### config.mk
export PLATFORM = sky130hd
export DESIGN_NAME = prco_lsu
export DESIGN_NICKNAME = d
export VERILOG_FILES = /design/src/rtl/prco_lsu.sv
export SDC_FILE = /design/constraint.sdc
export NUM_CORES = 1
export LEC_CHECK = 0
export ABC_AREA = 0
export CAP_MARGIN = 20
export CELL_PAD_IN_SITES_DETAIL_PLACEMENT = 2
export CELL_PAD_IN_SITES_GLOBAL_PLACEMENT = 2
export CORE_ASPECT_RATIO = 1.75
export CORE_MARGIN = 2
export CORE_UTILIZATION = 26
export DETAILED_ROUTE_END_ITERATION = 6
export GPL_ROUTABILITY_DRIVEN = 0
export PLACE_DENSITY = 0.88
export SYNTH_ARGS = -nofsm -noshare
export SYNTH_HDL_FRONTEND = slang
export SYNTH_SLANG_ARGS = --single-unit
export TNS_END_PERCENT = 5
### constraint.sdc
create_clock -name i_clk -period 3.3 [get_ports i_clk]
set_input_delay 0.99 -clock i_clk [delete_from_list [all_inputs] [get_ports i_clk]]
set_output_delay 0.99 -clock i_clk [all_outputs]
set_load 0.02 [all_outputs]
### src/rtl/prco_lsu.sv
// Load/store stage behind the ALU.
// Runs one word access on the data-RAM request/acknowledge bus. The acknowledge
// latency is variable, and an access with no acknowledge is aborted after
// TIMEOUT cycles. An LW finishes with one register-file write. Every start
// produces exactly one q_done pulse.
module prco_lsu #(
  parameter int unsigned DATA_W    = 16,
  parameter int unsigned ADDR_W    = 16,
  parameter int unsigned REG_SEL_W = 3,
  parameter int unsigned TIMEOUT   = 255,
  // These encodings must match the ISA opcode table.
  parameter logic [4:0]  OP_LW     = 5'h08,
  parameter logic [4:0]  OP_SW     = 5'h09
) (
  input  logic                 i_clk,
  input  logic                 i_reset,
  input  logic                 i_ce_ram,
  input  logic [4:0]           i_op,
  input  logic [DATA_W-1:0]    i_addr,
  input  logic [DATA_W-1:0]    i_wdata,
  input  logic [REG_SEL_W-1:0] i_rd_sel,
  output logic                 q_mem_req,
  output logic                 q_mem_we,
  output logic [ADDR_W-1:0]    q_mem_addr,
  output logic [DATA_W-1:0]    q_mem_wdata,
  input  logic                 i_mem_ack,
  input  logic [DATA_W-1:0]    i_mem_rdata,
  output logic                 q_reg_we,
  output logic [REG_SEL_W-1:0] q_reg_sel,
  output logic [DATA_W-1:0]    q_reg_data,
  output logic                 q_busy,
  output logic                 q_done,
  output logic                 q_err
);

  localparam logic [15:0] TimeoutLast = 16'(TIMEOUT - 1);

  typedef enum logic [1:0] {StIdle, StReq, StWb, StDone} state_e;

  state_e                 state_q, state_d;
  logic [15:0]            cnt_q;
  logic                   we_q;
  logic [ADDR_W-1:0]      addr_q;
  logic [DATA_W-1:0]      wdata_q;
  logic [REG_SEL_W-1:0]   sel_q;
  logic [DATA_W-1:0]      rdata_q;
  logic                   abort_q;
  logic                   err_q;
  logic                   bad_q;

  logic                   op_ok;
  logic                   start_ok;
  logic                   timeout_hit;

  assign op_ok       = (i_op == OP_LW) || (i_op == OP_SW);
  assign start_ok    = (state_q == StIdle) && i_ce_ram && op_ok;
  assign timeout_hit = (cnt_q == TimeoutLast);

  // State register.
  always_ff @(posedge i_clk) begin
    if (i_reset) begin
      state_q <= StIdle;
    end else begin
      state_q <= state_d;
    end
  end

  // Next-state logic. An ack outside StReq has no effect on the state.
  always_comb begin
    state_d = state_q;
    unique case (state_q)
      StIdle: begin
        if (start_ok) state_d = StReq;
      end
      StReq: begin
        if (i_mem_ack) begin
          state_d = we_q ? StDone : StWb;
        end else if (timeout_hit) begin
          state_d = StDone;
        end
      end
      StWb:    state_d = StIdle;
      StDone:  state_d = StIdle;
      default: state_d = StIdle;
    endcase
  end

  // Datapath: request latch, timeout counter, read-data capture, error pulses.
  always_ff @(posedge i_clk) begin
    if (i_reset) begin
      cnt_q   <= '0;
      we_q    <= 1'b0;
      addr_q  <= '0;
      wdata_q <= '0;
      sel_q   <= '0;
      rdata_q <= '0;
      abort_q <= 1'b0;
      err_q   <= 1'b0;
      bad_q   <= 1'b0;
    end else begin
      err_q <= 1'b0;
      bad_q <= 1'b0;
      // A start while busy is dropped and only flagged. A bad opcode in idle
      // is completed at once as an error.
      if (i_ce_ram) begin
        if (state_q != StIdle) begin
          err_q <= 1'b1;
        end else if (!op_ok) begin
          err_q <= 1'b1;
          bad_q <= 1'b1;
        end
      end
      if (start_ok) begin
        we_q    <= (i_op == OP_SW);
        addr_q  <= i_addr[ADDR_W-1:0];
        wdata_q <= i_wdata;
        sel_q   <= i_rd_sel;
        cnt_q   <= '0;
        abort_q <= 1'b0;
      end
      if (state_q == StReq) begin
        cnt_q <= cnt_q + 16'd1;
        if (i_mem_ack) begin
          if (!we_q) rdata_q <= i_mem_rdata;
        end else if (timeout_hit) begin
          abort_q <= 1'b1;
        end
      end
    end
  end

  // Outputs: decoded from state. The buses are zeroed outside their valid phase.
  always_comb begin
    q_mem_req   = (state_q == StReq);
    q_mem_we    = q_mem_req && we_q;
    q_mem_addr  = q_mem_req ? addr_q : '0;
    q_mem_wdata = (q_mem_req && we_q) ? wdata_q : '0;
    q_reg_we    = (state_q == StWb);
    q_reg_sel   = q_reg_we ? sel_q : '0;
    q_reg_data  = q_reg_we ? rdata_q : '0;
    q_busy      = (state_q != StIdle);
    q_done      = (state_q == StWb) || (state_q == StDone) || bad_q;
    q_err       = ((state_q == StDone) && abort_q) || err_q;
  end

endmodule

# --- After elaboration in Yosys (flattened, before gate mapping) ---
# Index checks and enable logic that the tools add are counted.
totals:
  ramBits: 0
  latchBits: 0
  elab_cells: 54
  rom_bits: 0
  input_bits: 60
  out_inout_bits: 57
  n_memories: 0
  ff_bits: 73
classes:
  n_mux: 17
  n_shift: 0
  add_sub_neg: 1
  magnitude_cmp: 0
  n_bitwise: 2
  n_eq_ne: 8
  div: 0
  n_mul: 0
  reduce_logical: 16
ops:
  columns: ["op", "count"]
  rows:
  - ["16-bit 2-to-1 mux", 5]
  - ["16-bit by 1-bit adder with 16-bit output, second input constant", 1]
  - ["16-bit by 8-bit == test with 1-bit output, second input constant", 1]
  - ["5-bit by 4-bit == test with 1-bit output, second input constant", 2]
  - ["1-bit 2-to-1 mux", 7]
  - ["2-bit 2-to-1 mux", 3]
  - ["2-bit one-hot mux with 3 select lines", 1]
  - ["2-bit == test, second input constant", 2]
  - ["1-bit logical AND", 4]
  - ["1-bit logical OR", 4]
  - ["2-bit nonzero test", 2]
  - ["2-bit OR reduction", 2]
  - ["3-bit 2-to-1 mux", 1]
  - ["3-bit by 1-bit != test with 1-bit output, second input constant", 1]
  - ["3-bit AND reduction", 1]
  - ["3-bit OR reduction", 1]
  - ["2-bit by 1-bit == test with 1-bit output, second input constant", 1]
  - ["2-bit zero test", 1]
  - ["2-bit != test, second input constant", 1]
  - ["1-bit inverter", 2]
  - ["2-bit AND reduction", 1]

# --- Depth between registers and ports, before layout ---
# Gate-level depths: netlist (run 1).
logic_depth:
  word_depth: 7
  ltp_mapped: 7
  mapped_depth_nobuf: 6

# --- Least setup slack after synthesis (run 1) ---
# No wires, ideal clock.
synth_timing:
  path_kind: "flip-flop to output port"
  start: "reg state_q[1]"
  end: "out q_mem_wdata[14]"
  setup_slack_ns: 0.929
  path_stages_with_launch: 7
  path_buffers: 3
  arrival_ns: 1.381
  required_time_ns: 2.310
  path_cell_list: "dfxtp_1 nand2b_1 buf_6 inv_1 clkbuf_1 clkbuf_1 and3_1"
synth_via:
  elab_chain_cells: 3
synth_lines:
  columns: ["element", "line", "text"]
  rows:
  - ["start, declared", "40", "state_e state_q, state_d;"]
  - ["start signal, assigned", "62", "state_q <= StIdle;"]
  - ["start signal, assigned", "64", "state_q <= state_d;"]
  - ["2-bit by 1-bit == test with 1-bit output", "134", "q_mem_req = (state_q == StReq);"]
  - ["1-bit logical AND", "137", "q_mem_wdata = (q_mem_req && we_q) ? wdata_q : '0;"]
  - ["16-bit 2-to-1 mux", "137", null]
  - ["end, declared", "25", "output logic [DATA_W-1:0] q_mem_wdata,"]
# No other way between the ends.

# --- Worst setup path in the final report (run 1) ---
layout_timing:
  start: "reg state_q[1]"
  end: "out q_mem_wdata[15]"
# The elaborated chain is that of the path after synthesis.

==> impl_metrics.yaml, run 1 <==
setup_path:
  timing.critical_path.required_ns: 2.31
  critPathMaxStageDelay_ns: 0.61
  arrival_ns: 2.10
  path_cells: "nand2b_1 -> inv_1 -> buf_4 -> and3_1 -> clkdlybuf4s50_1"
  end_kind: "output port"
  critPathLaunchType: "flip-flop"
  critPathMaxFanout: 38
  path_class: "reg2out"
  critPathSlowestCell: "clkdlybuf4s50_1"
finish:
  drive_gt1_share_pct: 7.09
  syn2layout_area_growth_pct: 50.0
  fin_cells: 659
  n_antenna_cell: 0
  postLayoutCellArea_mm2: 0.00475
  fillerInstances: 1349
  fin_util_pct: 39.8
  nets: 579
power_and_ir_drop:
  p_leak_nw: 1.71
  power_density_mw_per_mm2: 415
  power_mw: 1.97
  peakVddDrop_mv: 0.272
drt:
  dr.pass1.iters: 4
  ant_nets: 0
  first_iter_violations: 110
  drc_errors: 0
  drt-wirelength-per-cell_um: 16.6
  via_per_inst: 4.91
  route.vias.total: 3233
  drt_wl_total_um: 10900
sta:
  worst_slew_pin_slew_ns: 0.678
  hold_ws_ns: 0.453
  final-setup-viol-count: 0
  fmax_ghz: 0.323
  rsz0062_at_grt: "false"
  slew_headroom_pct: 54.8
  period_needed_ns: 3.09
  clock_skew_ns: 0.00690
  period_share_pct: 93.8
  tns_ns: 0
  slew_violations: 0
  worst_slack_ns: 0.205
  finalHoldViolCount: 0
placement:
  preCtsSetupSlack_ns: 0.361
  port-buffer-count: 116
  hpwl_um: 8010
  placed_cells_incl_taps: 643
  post_dp_cell_area_mm2: 0.00445
clock_network:
  numCtsBuffers: 9
  clk_path_buf_depth: 2
  cts_num_sinks: 73
  htree_num_levels: 3
  cts_tree: "yes"
  cts_resized: 0
  clk_latency_ns: 0.33
  postCtsSetupBuffers: 0
  ctsHoldBuffers: 0
  cts_root_buffer: "clkbuf_16"
  cts.clk_slew.worst_paths_ns: 0.06
floorplanning:
  rows: 53
  die_y_um: 150
  die_w_um: 87.4
  dieArea_mm2: 0.0131
  core_mm2: 0.0119
  start_util_pct: 26.5
  io_pins: 117
grt:
  grt_usage_pct: 17.4
  grt_max_degree: 39
  grt_pass1_vias: 3657
  grt_overflow: 0
  gr-usage-met3_pct: 2.26
  grt-busiest-layer: "met2"
  grt_pass1_wl_um: 17800
  antenna_found_initial: 0
  grt.met2_usage_pct: 34.0
  grtUsageMet1_pct: 17.3
min_path:
  holdCritPathClass: "reg2reg"
synthesis:
  synth_nets: 471
  synthTopCellsByArea: "dfxtp_1 46%, nand2_1 13%, a21oi_1 9.6%"
  ys_ff_latch: 73
  synth_seq_area_share_pct: 46.2
  synth_common_cells: "113 x nand2_1, 73 x dfxtp_1, 61 x a21oi_1"
  synth.top_cell.area_share_pct: 46.2
  ys_async_sr_fraction_pct: 0
  synth_most_common_cell: "nand2_1"
  synth.yosys.warnings: 0
  synth_edf_count: 0
  netlist_instances: 409
  syn_area_per_cell_um2: 7.74
  ys_types: 40
  synth_top_cell_by_area: "dfxtp_1"
  netlist_area_mm2: 0.00317
  synth_flop_cell: "dfxtp_1"
job:
  max_cap_violations: 0
status:
  status: "completed"
==> placed cells by master (no fill, tap or decap), types with 5 or more instances in the layout <==
cell	Yosys	routed
a21oi_1	61	61
and2_1	36	36
and3_1	18	18
buf_4	0	12
clkbuf_16	0	9
clkdlybuf4s50_1	0	115
dfxtp_1	73	73
inv_1	8	8
nand2_1	113	113
nand3_1	8	7
nand4_1	5	5
nor2_1	11	11
==> layer usage <==
| layer | part of all wire [%] | vias to the layer above |
|---|---|---|
| met3 | 2.6 | 14 |
| met5 | 0 | - |
| met4 | 2.1 | 0 |
| met1 | 37 | 1554 |
| li1 | - | 1588 |
| met2 | 58 | 77 |
==> area by class of cell <==
class                      instances  area (um2)  share of cell area (%)
multi-input combinational        297        1540                    32.5
sequential                        73        1460                    30.8
inverter                           8        30.0                   0.633
timing repair buffer             128        1250                    26.3
clock inverter                     2        10.0                   0.211
clock buffer                      14         284                    5.98
tap                              137         171                    3.61
==> worst paths after layout <==
kind | from | endpoint | slack (ns) | cells past startpoint
min reg2reg | addr_q[13] | addr_q[13] | 0.45 | 2
max | state_q[1] | q_mem_wdata[15] | 0.21 | 5
max reg2reg | state_q[1] | cnt_q[15] | 1.28 | 5
min | addr_q[13] | addr_q[13] | 0.45 | 2
==> critical path, delay by kind of cell (launching register included) <==
| kind | cells | cell delay (ns) |
|---|---|---|
| flops | 1 | 0.35 |
| simple gates | 2 | 0.41 |
| buf+inv | 3 | 1.00 |
==> kinds of logic after synthesis <==
family                   share of synthesized area [%]
buffers and inverters                             5.22
AO/OA/AOI/OAI                                     14.9
flip-flops                                        46.2
adder cells (fa/ha/maj)                          0.790
AND/OR/NAND/NOR                                   32.6
multiplexers                                     0.356
==> registers in the layout (all words and copies together) (netlist names) <==
register  flops
sel_q         3
err_q         1
bad_q         1
rdata_q      16
we_q          1
state_q       2
wdata_q      16
cnt_q        16
addr_q       16
abort_q       1
==> report_power, final <==
| group | leakage [nW] | total, mW | switching (mW) | internal, mW |
|---|---|---|---|---|
| logic | 0.969 | 0.124 | 0.0493 | 0.0747 |
| clock network | 0.149 | 0.949 | 0.360 | 0.589 |
| registers | 0.589 | 0.895 | 0.00483 | 0.890 |
(Power assumes the default switching activity.)
==> run 2, diff against run 1 <==
CORE_UTILIZATION = 25   (was 26)
PLACE_DENSITY = 0.85   (was 0.88)
==> run 2 against run 1 <==
Net effect:
- routed wire length increased by 1.9%
- global-route usage decreased by 0.16 points
- final cell count grew 4.4%
- sequential power about the same
- worst setup slack improved by 0.013 ns
- first-iteration DRC count shrank 24%
- largest cell class unchanged
- largest power group unchanged
- highest routed layer unchanged
==> impl_metrics.yaml, run 2 (synthesis gave the netlist of run 1 again) <==
power_and_ir_drop:
  p_leak_nw: 1.71
  power_density_mw_per_mm2: 435
  peakVddDrop_mv: 0.220
  p_sw_share_pct: 21.3
  pwr-share-comb_pct: 6.0
  intPower_mw: 1.65
  switchingPower_uw: 446
  seq_power_share_pct: 42.7
  clock_power_share_pct: 51.3
clock_network:
  cts_resized: 0
  cts.clk_slew.worst_paths_ns: 0.06
  ctsHoldBuffers: 0
  numCtsBuffers: 9
  clk_latency_ns: 0.34
  cts_num_sinks: 73
  htree_num_levels: 3
  clk_path_buf_depth: 2
  cts_tree: "yes"
  cts_root_buffer: "clkbuf_16"
  postCtsSetupBuffers: 0
setup_path:
  timing.critical_path.required_ns: 2.31
  crit_buf_inv: 3
  critPathLaunchType: "flip-flop"
  end_kind: "output port"
  critPathMaxFanout: 38
  path_class: "reg2out"
  arrival_ns: 2.09
  critPathMaxStageDelay_ns: 0.61
  critical_path.top_delay_family: "buffers and inverters"
  critPathSlowestCell: "clkdlybuf4s50_1"
  path_cells: "nand2b_1 -> inv_1 -> buf_4 -> and3_1 -> clkdlybuf4s50_1"
drt:
  ant_nets: 0
  route.vias.total: 3288
  dr.pass1.iters: 4
  drc_errors: 0
  drt_wl_total_um: 11200
  via_per_inst: 4.78
  drt-wirelength-per-cell_um: 16.2
  first_iter_violations: 84
sta:
  slew_violations: 0
  rsz0062_at_grt: "false"
  hold_ws_ns: 0.452
  finalHoldViolCount: 0
  clock_skew_ns: 0.00730
  final-setup-viol-count: 0
  worst_slew_pin_slew_ns: 0.725
  tns_ns: 0
  slew_headroom_pct: 51.3
  fmax_ghz: 0.324
  period_needed_ns: 3.08
  period_share_pct: 93.4
grt:
  grt_max_degree: 41
  grt_usage_pct: 17.2
  grt_pass1_vias: 3797
  grt_overflow: 0
  antenna_found_initial: 0
  grt_pass1_wl_um: 18300
job:
  max_cap_violations: 0
status:
  status: "completed"
finish:
  drive_gt1_share_pct: 6.92
  syn2layout_area_growth_pct: 52.2
  nets: 577
  n_antenna_cell: 0
  final_cell_mix: "115 x clkdlybuf4s50_1, 113 x nand2_1, 73 x dfxtp_1"
  fin_cells: 688
  final_common_cell: "clkdlybuf4s50_1"
floorplanning:
  rows: 54
  io_pins: 117
  core_mm2: 0.0124
  dieArea_mm2: 0.0136
  die_y_um: 153
  die_w_um: 89.1
  start_util_pct: 25.5
min_path:
  holdCritPathClass: "reg2reg"
placement:
  port-buffer-count: 116
  placed_cells_incl_taps: 672
  hpwl_um: 8180
## run 2: cell types whose count changed in the layout (fill, tap and decap cells not counted), sizes merged
cell	before	now
clkinvlp	0	1
clkbuf	14	10
buf	13	11
bufinv	0	2
inv	8	9
## run 2: worst paths after layout
path / end / start / cells past startpoint / slack [ns]
max: q_mem_wdata[12] / state_q[1] / 5 / 0.22
min reg2reg: rdata_q[2] / rdata_q[2] / 2 / 0.45
min: rdata_q[2] / rdata_q[2] / 2 / 0.45
max reg2reg: cnt_q[10] / cnt_q[1] / 5 / 1.12
## run 2: power by group through the flow
stage               registers (mW)  logic [mW]  clock network (mW)
global route                 0.896       0.136                1.14
detailed placement           0.915       0.126                   0
finish                       0.895       0.125                1.08
floorplan                    0.912      0.0369                   0
global placement             0.914       0.123                   0
CTS                          0.895       0.127                1.11
## run 2: final cells by class
class                      count  area (um2)
fill                        1426        7610
multi-input combinational    297        1540
sequential                    73        1460
timing repair buffer         126        1240
clock buffer                  10         239
tap                          168         210
clock inverter                 6        90.1
inverter                       8        30.0
## run 2: metrics by stage
stage	total power, mW	setup slack, ns	utilization, %	instance area, um2
after floorplan	0.949	0.929	-	3170
after global routing	2.18	0.101	38.8	4820
after CTS	2.13	0.183	38.8	4820
after detailed placement	1.04	0.415	36.1	4490
final	2.10	0.218	38.8	4820
after global placement	1.04	0.523	36.1	4490
## run 2: routing by layer
layer / up-vias / part of all wire, % / global-route usage, %
met5: - / 0 / 0
met2: 78 / 59 / 34.0
met3: 18 / 3.6 / 3.67
met1: 1599 / 35 / 16.3
li1: 1593 / - / -
met4: 0 / 2.0 / 6.40
## run 2: worst reg2reg max path, delay by kind of cell, from the launching register on
family	cells	cell delay, ns
mux	1	0.33
simple gates	3	1.09
flops	1	0.41
fa+ha+maj	1	0.23
==> run 3, diff against run 2 <==
GPL_TIMING_DRIVEN = 0   (was unset)
SKIP_CTS_REPAIR_TIMING = 1   (was unset)
==> run 3 against run 2 <==
Net effect:
- largest power group unchanged
- the run now ends with setup timing left
- via count grew 3.3%
- clock power decreased by 16%
- non-clock buffer count grew 20
- global-route usage increased by 0.59 points
- sequential share of layout area is 0.23 points lower
- final cell count increased by 2.9%
- total power fell by 7.9%
- utilization rose by 0.30 points
- register-to-register slack lost 0.09 ns
- critical path depth increased by 2
==> impl_metrics.yaml, run 3 (synthesis gave the netlist of run 1 again) <==
setup_path:
  end_kind: "output port"
  critPathLaunchType: "flip-flop"
  arrival_ns: 2.34
  critPathMaxFanout: 10
  r2r_slack_ns: 1.03
  timing.critical_path.required_ns: 2.31
  path_class: "reg2out"
grt:
  grt_usage_pct: 17.8
  grt_max_degree: 12
  grt_pass1_vias: 3847
  grt_pass1_wl_um: 18600
  grt_overflow: 0
  antenna_found_initial: 0
floorplanning:
  io_pins: 117
  core_mm2: 0.0124
  rows: 54
  die_y_um: 153
  die_w_um: 89.1
  start_util_pct: 25.5
  dieArea_mm2: 0.0136
status:
  status: "complete, but fails checks"
  violations: "setup timing"
clock_network:
  numCtsBuffers: 9
  cts.clk_slew.worst_paths_ns: 0.05
  cts_tree: "yes"
  clk_path_buf_depth: 2
  cts_root_buffer: "clkbuf_16"
  clk_latency_ns: 0.34
  htree_num_levels: 3
  cts_num_sinks: 73
finish:
  final_cell_mix: "113 x nand2_1, 97 x clkdlybuf4s50_1, 73 x dfxtp_1"
  n_antenna_cell: 0
  fin_cells: 708
  postLayoutCellArea_mm2: 0.00486
  drive_gt1_share_pct: 5.56
  fillerInstances: 1455
  nets: 597
  syn2layout_area_growth_pct: 53.4
  final_common_cell: "nand2_1"
placement:
  placed_cells_incl_taps: 692
  preCtsSetupSlack_ns: -0.00361
  post_dp_cell_area_mm2: 0.00453
  hpwl_um: 9120
  port-buffer-count: 115
drt:
  dr.pass1.iters: 4
  first_iter_violations: 93
  drt-wirelength-per-cell_um: 16.5
  drc_errors: 0
  ant_nets: 0
  drt_wl_total_um: 11700
  route.vias.total: 3397
  via_per_inst: 4.80
sta:
  fmax_ghz: 0.300
  period_share_pct: 101
  hold_ws_ns: 0.453
  rsz0062_at_grt: "true"
  tns_ns: -0.0340
  period_needed_ns: 3.33
  worst_slack_ns: -0.0340
  slew_violations: 0
  worst_slew_pin_slew_ns: 0.851
  clock_skew_ns: 0.00415
  slew_headroom_pct: 42.8
  finalHoldViolCount: 0
  final-setup-viol-count: 1
min_path:
  holdCritPathClass: "reg2reg"
power_and_ir_drop:
  p_leak_nw: 2.04
  peakVddDrop_mv: 0.275
  power_density_mw_per_mm2: 397
job:
  max_cap_violations: 0
run 3: cell count changes in the layout (fill, tap and decap cells not counted), sizes merged, moves of 2 or more:
| cell | change |
|---|---|
| dlymetal6s2s | +18 |
| clkdlybuf4s50 | -18 |
| bufinv | -2 |
| buf | -5 |
| clkbuf | +28 |
run 3: layout make-up:
type                       instances  area [um2]  share of cell area [%]
multi-input combinational        297        1540                    31.7
timing repair buffer             115        1200                    24.6
sequential                        73        1460                    30.1
clock inverter                     3        15.0                   0.309
buffer                            31         144                    2.96
inverter                           8        30.0                   0.618
clock buffer                      13         260                    5.36
tap                              168         210                    4.33
run 3: worst paths after layout:
check	depth (start not counted)	end	start
worst max-delay path	7	q_mem_addr[0]	state_q[1]
worst max register to register	5	cnt_q[10]	cnt_q[0]
worst min-delay path	2	rdata_q[0]	rdata_q[0]
worst min register to register	2	rdata_q[0]	rdata_q[0]
run 3: layer usage:
metal / share of wire [%] / GRT usage (%) / up-vias
li1: - / - / 1635
met5: 0 / 0 / -
met4: 2.9 / 9.10 / 0
met1: 35 / 16.6 / 1655
met2: 58 / 35.0 / 84
met3: 3.4 / 2.65 / 23
run 3: stage by stage:
step | utilization (%) | power (mW)
2_1_floorplan | - | 0.949
3_3_place_gp | 36.4 | 1.04
3_5_place_dp | 36.4 | 1.04
4_1_cts | 38.6 | 1.96
5_1_grt | 39.1 | 2.01
6_report | 39.1 | 1.93
run 3: worst max-delay path, cell delays in order, from the launching register on:
cell,delay (ns)
dfxtp_1,0.36
nand2b_1,0.18
buf_6,0.15
inv_1,0.07
buf_2,0.22
clkbuf_4,0.23
and2_1,0.17
clkdlybuf4s50_1,0.62
run 3: power by group:
part | switching, mW | internal, mW | leakage [nW]
clock network | 0.361 | 0.546 | 0.139
logic | 0.0523 | 0.0752 | 1.31
registers | 0.00448 | 0.890 | 0.589
